`src/rtl/if_fetch.sv`:
```
// ----------------------------------------------------------------------------
// if_fetch
//
// Instruction-fetch stage of the pipelined LC-3b core. It owns the program
// counter, issues instruction-memory reads using a read/resp handshake, and
// writes {PC+2, instruction} into the IF/ID pipeline latch.
//
// A one-entry hold buffer absorbs a downstream stall that lands on a response
// cycle. Control-flow redirects are accepted at any time. A redirect that
// arrives while a read is outstanding cannot abort that read, so its target
// is parked until the response comes back and is then thrown away.
//
// Ports
//   clk          clock; all state updates on the rising edge
//   reset        synchronous, active-high reset
//   I_addr       instruction-memory read address
//   I_read       instruction-memory read request
//   I_rdata      instruction-memory read data, valid when I_resp=1
//   I_resp       one-cycle pulse: read complete
//   stall        IF/ID must not load this cycle
//   redirect     one-cycle pulse: replace the fetch PC
//   redirect_pc  redirect target (bit 0 forced to 0)
//   PC_reg_out   PC+2 of the delivered instruction, to IF/ID
//   I_rdata_out  delivered instruction, to IF/ID
//   load_if_id   IF/ID load enable
//   valid_out    PC_reg_out/I_rdata_out hold a real instruction
// ----------------------------------------------------------------------------
module if_fetch #(
  parameter logic [15:0] RESET_PC = 16'h0000
) (
  input  logic        clk,
  input  logic        reset,
  output logic [15:0] I_addr,
  output logic        I_read,
  input  logic [15:0] I_rdata,
  input  logic        I_resp,
  input  logic        stall,
  input  logic        redirect,
  input  logic [15:0] redirect_pc,
  output logic [15:0] PC_reg_out,
  output logic [15:0] I_rdata_out,
  output logic        load_if_id,
  output logic        valid_out
);

  localparam logic [1:0] FETCH   = 2'd0;
  localparam logic [1:0] HOLD    = 2'd1;
  localparam logic [1:0] DISCARD = 2'd2;

  logic [1:0]  state;
  logic [15:0] pc;
  logic [15:0] hold_pc;
  logic [15:0] hold_instr;
  logic [15:0] tgt;

  logic [15:0] pc_plus2;
  logic [15:0] redirect_tgt;
  logic [15:0] reset_pc_even;

  // Instructions are halfword aligned, so the low address bit is always zero.
  // The +2 wraps naturally in 16 bits (0xFFFE -> 0x0000).
  assign pc_plus2      = pc + 16'd2;
  assign redirect_tgt  = {redirect_pc[15:1], 1'b0};
  assign reset_pc_even = {RESET_PC[15:1], 1'b0};

  // Output decode. I_addr always shows pc: in FETCH and DISCARD that keeps the
  // address stable for the whole outstanding request, because pc only moves
  // on the response cycle. Everything else is forced quiet during reset.
  always_comb begin
    I_addr      = pc;
    I_read      = 1'b0;
    PC_reg_out  = 16'h0000;
    I_rdata_out = 16'h0000;
    load_if_id  = 1'b0;
    valid_out   = 1'b0;
    if (!reset) begin
      case (state)
        FETCH: begin
          I_read      = 1'b1;
          PC_reg_out  = pc_plus2;
          I_rdata_out = I_rdata;
          // A response squashed by a same-cycle redirect is never presented
          // as a real instruction.
          if (I_resp && !redirect) begin
            valid_out  = 1'b1;
            load_if_id = !stall;
          end
        end
        HOLD: begin
          PC_reg_out  = hold_pc;
          I_rdata_out = hold_instr;
          if (!redirect) begin
            valid_out  = 1'b1;
            load_if_id = !stall;
          end
        end
        DISCARD: begin
          I_read = 1'b1;
        end
        default: begin
          I_read = 1'b0;
        end
      endcase
    end
  end

  // Fetch state machine. In DISCARD, a redirect arriving on the response
  // cycle wins over the parked target so the most recent redirect is honoured.
  always_ff @(posedge clk) begin
    if (reset) begin
      pc         <= reset_pc_even;
      state      <= FETCH;
      hold_pc    <= 16'h0000;
      hold_instr <= 16'h0000;
      tgt        <= 16'h0000;
    end else begin
      case (state)
        FETCH: begin
          if (I_resp) begin
            if (redirect) begin
              pc <= redirect_tgt;
            end else if (stall) begin
              hold_pc    <= pc_plus2;
              hold_instr <= I_rdata;
              state      <= HOLD;
            end else begin
              pc <= pc_plus2;
            end
          end else if (redirect) begin
            tgt   <= redirect_tgt;
            state <= DISCARD;
          end
        end
        HOLD: begin
          if (redirect) begin
            pc    <= redirect_tgt;
            state <= FETCH;
          end else if (!stall) begin
            pc    <= pc_plus2;
            state <= FETCH;
          end
        end
        DISCARD: begin
          if (I_resp) begin
            pc    <= redirect ? redirect_tgt : tgt;
            state <= FETCH;
          end else if (redirect) begin
            tgt <= redirect_tgt;
          end
        end
        default: begin
          state <= FETCH;
        end
      endcase
    end
  end

endmodule

```
`config.mk`:
```
export PLATFORM = sky130hd
export DESIGN_NAME = if_fetch
export DESIGN_NICKNAME = d
export VERILOG_FILES = /design/src/rtl/if_fetch.sv
export SDC_FILE = /design/constraint.sdc
export NUM_CORES = 1
export LEC_CHECK = 0
export ABC_CLOCK_PERIOD_IN_PS = 2090
export BUFFER_PORTS_ARGS = -buffer_cell sky130_fd_sc_hd__buf_2
export CAP_MARGIN = 40
export CORE_ASPECT_RATIO = 0.6
export CORE_MARGIN = 3
export CORE_UTILIZATION = 54
export CTS_CLUSTER_SIZE = 40
export DETAILED_ROUTE_END_ITERATION = 16
export PLACE_DENSITY = 0.8
export SETUP_SLACK_MARGIN = 0.2
export SYNTH_ARGS = -nofsm -noshare
export SYNTH_HDL_FRONTEND = slang
export SYNTH_SLANG_ARGS = --single-unit
```
`constraint.sdc`:
```
create_clock -name clk -period 2.09 [get_ports clk]
set_input_delay 0.1045 -clock clk [delete_from_list [all_inputs] [get_ports clk]]
set_output_delay 0.1045 -clock clk [all_outputs]
set_load 0.005 [all_outputs]
```
==> results of run 1 <==
worst max-delay path, delay by kind of cell (launching register included):
kind / cells / cell delay [ps]
AOI/OAI and AO/OA: 1 / 160
DFF: 1 / 390
and+or+nand+nor: 2 / 380
xor gates and xnor gates: 1 / 210
buffers and inverters: 2 / 370
registers in the layout, indices dropped and copies added, names as in the netlist:
| name | count |
|---|---|
| hold_pc | 16 |
| I_addr | 16 |
| hold_instr | 16 |
| tgt | 16 |
| state | 2 |
report_power, final:
part / switching [mW] / total [mW] / internal (mW)
Sequential: 0.0587 / 1.38 / 1.32
Combinational: 0.301 / 0.525 / 0.225
Clock: 0.555 / 1.69 / 1.14
kinds of logic (layout without fill, tap and decap cells):
family,count (synthesis),after routing,share of synthesized area
adders and majority gates,1,1,0.00341
AOI/OAI and AO/OA,128,128,0.218
muxes,20,20,0.0549
and+or+nand+nor,210,210,0.272
xor gates and xnor gates,10,10,0.0239
buffers and inverters,57,148,0.0672
DFF,66,66,0.360
final cells by class:
cell class | instances | area (um^2)
Sequential cell | 66 | 1360
Tap cell | 84 | 105
Timing Repair Buffer | 120 | 716
Fill cell | 476 | 1520
Multi-Input combinational cell | 369 | 2250
Clock inverter | 4 | 72.6
Clock buffer | 12 | 267
Inverter | 12 | 46.3
timing repair:
action                                  4_1_cts  5_1_grt
hold endpoints to repair                      1        0
buffers inserted                              3        9
cloned                                        0        1
hold buffers                                  1        0
pin swaps                                     3       12
resized for setup                            24       34
endpoints found under the setup margin       14       16
per-stage QoR:
stage                     instances  hold WS, ps  utilization  power (mW)
final                           667         17.6        0.760        3.60
after global routing            667         23.2        0.760        3.72
after CTS                       657         15.1        0.727        3.56
after detailed placement        637          310        0.656        1.87
after global placement          637          309        0.656        1.85
after floorplan                 492          183            -        1.68
placed cells by master (no fill, tap or decap), types with 4 or more instances in the layout:
cell type  netlist  final
buf_2           16     86
nand2_1         85     85
a21oi_1         59     59
dfxtp_1         66     53
nor2_1          44     44
buf_4            3     28
mux2i_1         19     19
o21a_1          14     14
nand4_1         13     13
o21ai_0         15     13
inv_1           11     11
nor2b_1         11     11
nand3_1         10      9
clkbuf_16        0      9
nor4_1           9      8
dfxtp_4          0      7
a22oi_1          7      7
dfxtp_2          0      6
a211oi_1         7      6
xnor2_2          0      5
nand2b_1         6      5
or3_1            6      5
a31oi_1          4      4
buf_6            0      4
how the worst min path moves through the flow:
stage                     to  slack (ps)  cells past startpoint
finish                tgt[5]          20                      3
floorplan           state[1]         180                      1
CTS                   tgt[2]          20                      3
detailed placement  state[1]         310                      2
global placement    state[1]         310                      2
global route          tgt[2]          20                      3
layer usage:
layer,vias up,part of all wire
met4,0,0.019
met5,-,0
li1,1906,-
met1,1913,0.42
met3,35,0.10
met2,210,0.45
==> impl_metrics.json, run 1 <==
{
  "status": "finished clean",
  "initial_utilization": 0.579,
  "slew_headroom": 0.595,
  "clkLatencyLatePin_ps": 330,
  "hp-start": "redirect_pc[5]",
  "yosysMostFrequentCell": "nand2_1",
  "synth_edf_count": 0,
  "critPathArrivalTime_ps": 1850,
  "cts_buffers": 9,
  "final_nets": 616,
  "p_per_area_nw_per_um2": 748,
  "drtAntennaViolNets": 0,
  "finalSetupViolCount": 0,
  "report.final.slew_viol_count": 0,
  "viasPerCell": 6.09,
  "skew_ps": 8.12,
  "rsz0062_at_grt": "yes",
  "dp_hpwl_um": 7350,
  "fmax_mhz": 512,
  "hold_violations": 0,
  "hp-class": "input port to flip-flop",
  "worstReg2RegEnd": "I_addr[10]",
  "path_class": "flip-flop to output port",
  "period_needed_ps": 1950,
  "drc_errors": 0,
  "h-tree-depth": 3,
  "pre_cts_ws_ps": 193,
  "yosys_warnings": 0,
  "grt_pass1_vias": 3709,
  "yosysUniqueCellTypes": 56,
  "drtPass1Iterations": 5,
  "required_ps": 1990,
  "crit_path_end_kind": "output port",
  "areaGrowthSynthToFinish_pct": 31.1,
  "antenna_cells": 0,
  "cts_root_buffer": "clkbuf_16",
  "p_leak_nw": 2.01,
  "die_h_um": 69.8,
  "busiest_layer": "met2",
  "worst_pin_slew_ps": 606,
  "grt_use_met2": 0.412,
  "die_x_um": 112,
  "final_min_period_over_clock_period": 0.934,
  "drt_wl_total_um": 11500,
  "cts_tree": "yes",
  "synthCells": 492,
  "cp_max_fo": 6,
  "avgSynthCellArea_um2": 7.45,
  "clk_path_buf_depth": 2,
  "synth_top_cell_area_share": 0.360,
  "wl_per_cell_um": 17.2,
  "grt_usage": 0.273,
  "core_um2": 6330,
  "grt.met3_usage": 0.0767,
  "cts_sinks": 66,
  "gp_routability_congestion": 0.930,
  "start_kind": "flip-flop",
  "fin_area_um2": 4810,
  "ioPinCount": 88,
  "crit_start": "I_addr[5]",
  "rr_startpoint": "I_addr[5]",
  "met1_usage": 0.371,
  "worst_slack_ps": 137,
  "grt_max_degree": 35,
  "synth.top_cells.by_area": "dfxtp_1, nand2_1, a21oi_1, mux2i_1, nor2_1",
  "synthFlopType": "dfxtp_1",
  "reg2reg_slack_ps": 290,
  "clk_pin_slew_worst_paths_ps": 60,
  "grt_pass1_wl_um": 17600,
  "dpl_cell_area_um2": 4150,
  "portBuffers": 86,
  "yosys.area.top_type": "dfxtp_1",
  "peakVddDrop_uv": 440,
  "synth_nets": 530,
  "grt_overflow": 0,
  "crit_path_cell_trace": "nand4_1, buf_4, nor3_4, xor2_1, o21a_1, buf_2",
  "synth_common_cells": "nand2_1, dfxtp_1, a21oi_1, nor2_1, clkbuf_1",
  "maxCapViolCount": 0,
  "fp-row-count": 22,
  "rr_worst_depth": 6,
  "cpMaxStageDelayCell": "dfxtp_4",
  "first_iter_violations": 441,
  "async_flop_share": 0,
  "tns_ps": 0,
  "drive_gt1_frac": 0.295,
  "grt_antenna_before_repair": 0,
  "crit_path_end": "PC_reg_out[10]",
  "dieArea_um2": 7850,
  "ys_seq_area_frac": 0.360,
  "synth_area_um2": 3670,
  "num_vias": 4064,
  "ys_seq_elements": 66,
  "worst_path_largest_cell_delay_ps": 390
}
(Power assumes the default switching activity.)
==> inputs of run 2 (changes only) <==
--- a/config.mk
+++ b/config.mk
@@ -11,6 +11,7 @@
 export CORE_ASPECT_RATIO = 0.6
 export CORE_MARGIN = 3
 export CORE_UTILIZATION = 54
+export CTS_BUF_LIST = sky130_fd_sc_hd__clkbuf_16
 export CTS_CLUSTER_SIZE = 40
 export DETAILED_ROUTE_END_ITERATION = 16
 export PLACE_DENSITY = 0.8
==> run 2 against run 1 <==
Effect of this change:
- first-iteration DRC count rose by 12%
- clock power fell by 7%
- count of clock-buffer cells in the layout down 3
- global-route usage decreased by 0.34 points
- non-clock buffer count unchanged
- critical path depth stayed put
- die area unchanged
- final cell count did not move
- hold slack got worse by 0.62 ps
- critical path type unchanged
- largest cell class unchanged
- largest power group unchanged
==> impl_metrics.json, run 2 (synthesis gave the netlist of run 1 again) <==
{
  "dieArea_um2": 7850,
  "slew_headroom": 0.596,
  "ioPinCount": 88,
  "initial_utilization": 0.579,
  "cts_tree": "yes",
  "grt_max_degree": 35,
  "rsz0062_at_grt": "yes",
  "grt_overflow": 0,
  "p_leak_nw": 2.00,
  "rr_worst_depth": 5,
  "fmax_mhz": 507,
  "cts_root_buffer": "clkbuf_16",
  "hp-start": "redirect_pc[5]",
  "final_cell_mix": "buf_2, nand2_1, a21oi_1",
  "grt_usage": 0.270,
  "die_x_um": 112,
  "report.final.slew_viol_count": 0,
  "rr_startpoint": "I_addr[5]",
  "worst_pin_slew_ps": 605,
  "maxCapViolCount": 0,
  "final_common_cell": "buf_2",
  "drt_wl_total_um": 11500,
  "gp_routability_congestion": 0.930,
  "grt_pass1_wl_um": 17400,
  "viasPerCell": 6.12,
  "dp_hpwl_um": 7350,
  "path_class": "flip-flop to output port",
  "p_per_area_nw_per_um2": 728,
  "drtAntennaViolNets": 0,
  "areaGrowthSynthToFinish_pct": 30.4,
  "clkLatencyLatePin_ps": 330,
  "final_nets": 616,
  "worst_path_largest_cell_delay_ps": 400,
  "crit_path_end": "PC_reg_out[10]",
  "crit_start": "I_addr[5]",
  "die_h_um": 69.8,
  "drtPass1Iterations": 6,
  "grt_pass1_vias": 3626,
  "clk_path_buf_depth": 2,
  "period_needed_ps": 1970,
  "tns_ps": 0,
  "core_um2": 6330,
  "cp_max_fo": 6,
  "reg2reg_slack_ps": 250,
  "required_ps": 1990,
  "fp-row-count": 22,
  "cpMaxStageDelayCell": "dfxtp_4",
  "hp-class": "input port to flip-flop",
  "status": "finished clean",
  "num_vias": 4080,
  "skew_ps": 8.50,
  "hold_violations": 0,
  "worstReg2RegEnd": "I_addr[12]",
  "crit_path_cell_trace": "nand4_1, buf_4, nor3_4, xor2_1, o21a_1, buf_2",
  "final_min_period_over_clock_period": 0.944,
  "antenna_cells": 0,
  "first_iter_violations": 494,
  "cts_sinks": 66,
  "utilization": 0.756,
  "start_kind": "flip-flop",
  "finalSetupViolCount": 0,
  "crit_path_end_kind": "output port",
  "critPathArrivalTime_ps": 1870,
  "h-tree-depth": 3,
  "wl_per_cell_um": 17.3,
  "cts_buffers": 9,
  "drive_gt1_frac": 0.292,
  "drc_errors": 0,
  "grt_antenna_before_repair": 0,
  "portBuffers": 86,
  "peakVddDrop_uv": 385,
  "clk_pin_slew_worst_paths_ps": 60
}
-- run 2: changes by cell type in the layout (fill, tap and decap cells not counted), sizes merged --
| cell | delta |
|---|---|
| clkinv | +3 |
| clkbuf | -3 |
-- run 2: report_power, final --
group | internal (mW) | total, mW | switching [mW] | leakage [nW]
registers | 1.32 | 1.38 | 0.0592 | 0.545
logic | 0.224 | 0.527 | 0.303 | 1.31
clock network | 1.03 | 1.58 | 0.549 | 0.148
-- run 2: repair_timing --
action,in CTS,in global routing
hold buffers,1,0
pin swaps,3,12
setup endpoints to repair,13,17
hold endpoints to repair,1,0
resized for setup,24,34
gates cloned,0,1
buffers inserted,3,9
-- run 2: per-layer routing --
metal,vias to the layer above,part of all wire,global-route usage
met5,-,0,0
met4,0,0.021,0.0813
met3,35,0.11,0.0820
met2,227,0.45,0.410
met1,1914,0.42,0.369
li1,1904,-,-
-- run 2: critical path: cells and delay by family (launching register included) --
family          cells  cell delay, ps
compound gates      1             150
xor+xnor            1             230
simple gates        2             380
flops               1             400
buf+inv             2             370
-- run 2: how the worst min path moves through the flow --
stage	end	slack [ps]	cells after the start
2_1_floorplan	state[1]	180	1
5_1_grt	tgt[2]	20	3
3_5_place_dp	state[1]	310	2
6_report	tgt[5]	20	3
4_1_cts	tgt[2]	20	3
3_3_place_gp	state[1]	310	2
-- run 2: area by class of cell --
class                      count  area [um^2]
multi-input combinational    369         2260
fill                         483         1550
sequential                    66         1360
timing repair buffer         120          712
clock buffer                   9          225
tap                           84          105
clock inverter                 7         83.8
inverter                      12         46.3
-- run 2: stage by stage --
step | setup WS, ps | hold slack [ps] | instances | cell area, um^2 | total power [mW]
after global routing | 26.7 | 21.8 | 667 | 4780 | 3.60
after detailed placement | 193 | 310 | 637 | 4150 | 1.87
final | 116 | 17.0 | 667 | 4780 | 3.48
after CTS | 182 | 15.1 | 657 | 4580 | 3.44
after floorplan | 327 | 183 | 492 | 3670 | 1.68
after global placement | 231 | 309 | 637 | 4150 | 1.85
==> inputs of run 3 (changes only) <==
--- a/config.mk
+++ b/config.mk
@@ -6,7 +6,7 @@
 export NUM_CORES = 1
 export LEC_CHECK = 0
 export ABC_CLOCK_PERIOD_IN_PS = 2090
-export BUFFER_PORTS_ARGS = -buffer_cell sky130_fd_sc_hd__buf_2
+export BUFFER_PORTS_ARGS = -buffer_cell sky130_fd_sc_hd__clkbuf_2
 export CAP_MARGIN = 40
 export CORE_ASPECT_RATIO = 0.6
 export CORE_MARGIN = 3
@@ -14,7 +14,7 @@
 export CTS_BUF_LIST = sky130_fd_sc_hd__clkbuf_16
 export CTS_CLUSTER_SIZE = 40
 export DETAILED_ROUTE_END_ITERATION = 16
-export PLACE_DENSITY = 0.8
+export PLACE_DENSITY_LB_ADDON = 0.12
 export SETUP_SLACK_MARGIN = 0.2
 export SYNTH_ARGS = -nofsm -noshare
 export SYNTH_HDL_FRONTEND = slang
==> run 3 against run 2 <==
Effect of this change:
- final cell count grew 0.75%
- fmax grew 4.0%
- core utilization shrank 0.51 points
- routed wire length shrank 5.6%
- die area is the same
- non-clock buffer count grew 5
- via count shrank 3.9%
- count of clock-buffer cells in the layout is the same
- clock skew shrank 3.7 ps
- critical path depth is the same
==> impl_metrics.json, run 3 (synthesis gave the netlist of run 1 again) <==
{
  "pwr-share-clk": 0.414,
  "h-tree-depth": 3,
  "slew_headroom": 0.612,
  "required_ps": 1990,
  "dieArea_um2": 7850,
  "final_nets": 621,
  "grt_pass1_vias": 3544,
  "drtAntennaViolNets": 0,
  "drt_wl_total_um": 10900,
  "crit_path_end_kind": "output port",
  "fill_cells": 512,
  "clkLatencyLatePin_ps": 340,
  "p_leak_nw": 1.91,
  "hp-class": "input port to flip-flop",
  "grt_pass1_wl_um": 17400,
  "viasPerCell": 5.83,
  "ioPinCount": 88,
  "fmax_mhz": 527,
  "rsz0062_at_grt": "yes",
  "drtPass1Iterations": 5,
  "num_vias": 3920,
  "p_sw_uw": 922,
  "grt_overflow": 0,
  "grt_antenna_before_repair": 0,
  "report.final.slew_viol_count": 0,
  "period_needed_ps": 1900,
  "seq_power_share": 0.423,
  "fin_cells": 672,
  "critPathArrivalTime_ps": 1790,
  "dp_hpwl_um": 7410,
  "swShare": 0.283,
  "placed_cells": 639,
  "die_x_um": 112,
  "drive_gt1_frac": 0.276,
  "first_iter_violations": 265,
  "peakVddDrop_uv": 720,
  "cp_max_fo": 12,
  "internal-power_mw": 2.34,
  "clk_pin_slew_worst_paths_ps": 50,
  "cts_buffers": 9,
  "die_h_um": 69.8,
  "final_common_cell": "clkbuf_2",
  "clk_path_buf_depth": 2,
  "portBuffers": 86,
  "tns_ps": 0,
  "worst_pin_slew_ps": 581,
  "grt_usage": 0.270,
  "p_comb_frac": 0.163,
  "start_kind": "flip-flop",
  "maxCapViolCount": 0,
  "core_um2": 6330,
  "initial_utilization": 0.579,
  "hold_violations": 0,
  "drc_errors": 0,
  "path_class": "flip-flop to output port",
  "antenna_cells": 0,
  "p_per_area_nw_per_um2": 686,
  "final_min_period_over_clock_period": 0.908,
  "cts_sinks": 66,
  "fp-row-count": 22,
  "skew_ps": 4.84,
  "grt_max_degree": 32,
  "final_cell_mix": "clkbuf_2, nand2_1, a21oi_1",
  "gp_routability_congestion": 0.870,
  "areaGrowthSynthToFinish_pct": 29.5,
  "finalSetupViolCount": 0,
  "wl_per_cell_um": 16.2,
  "cts_root_buffer": "clkbuf_16",
  "cts_tree": "yes",
  "status": "finished clean",
  "reg2reg_slack_ps": 300
}
-- run 3: changes by cell type in the layout (fill, tap and decap cells not counted), moves of 3 or more --
cell and change:
buf_2 -86, clkbuf_2 +86, dlygate4sd3_1 +8, nor3_1 +3
o21ai_0 -4, o21ai_1 +4, xnor2_1 +5, xnor2_2 -5
-- run 3: worst paths after layout --
kind	from	endpoint	cells past startpoint
setup / recovery	I_addr[4]	PC_reg_out[14]	6
hold / removal	I_rdata[0]	hold_instr[0]	3
setup reg to reg	state[0]	hold_pc[12]	6
hold reg to reg	tgt[12]	tgt[12]	2
-- run 3: critical path, cell delays in order (launching register included) --
cell      delay [ps]
dfxtp_4          380
nand4_1          110
buf_6            170
nor4_4           300
xor2_1           230
o21a_1           140
clkbuf_2         110
-- run 3: power groups by stage --
stage	Sequential [mW]	Combinational, mW	Clock (mW)
after detailed placement	1.40	0.481	0
final	1.38	0.531	1.35
after global placement	1.39	0.468	0
after CTS	1.37	0.507	1.36
after global routing	1.39	0.583	1.42
after floorplan	1.38	0.301	0
-- run 3: what timing repair did --
item / 4_1_cts / 5_1_grt
endpoints found under the setup margin: 10 / 38
pin swaps: 3 / 6
resized for setup: 21 / 26
endpoints found under the hold margin: 9 / 0
hold buffers: 9 / 0
setup buffers: 2 / 6
-- run 3: through the flow --
stage	instance area (um^2)	hold WS, ps	power (mW)	utilization	worst slack (ps)
finish	4750	5.12	3.26	0.750	192
global route	4750	8.51	3.39	0.750	126
CTS	4620	1.67	3.24	0.729	191
detailed placement	4180	325	1.88	0.660	259
global placement	4180	319	1.86	0.660	317
floorplan	3670	183	1.68	-	327
-- run 3: final cells by class --
| cell class | count | area [um^2] | area share |
|---|---|---|---|
| Tap cell | 84 | 105 | 0.0221 |
| Inverter | 12 | 48.8 | 0.0103 |
| Clock buffer | 9 | 225 | 0.0474 |
| Sequential cell | 66 | 1350 | 0.284 |
| Clock inverter | 7 | 37.5 | 0.00790 |
| Timing Repair Buffer | 125 | 766 | 0.161 |
| Multi-Input combinational cell | 369 | 2220 | 0.467 |
-- run 3: layer usage --
layer	GRT usage	share of wire
met5	0	0
met4	0.0613	0.011
met3	0.0767	0.071
met2	0.412	0.45
met1	0.380	0.47
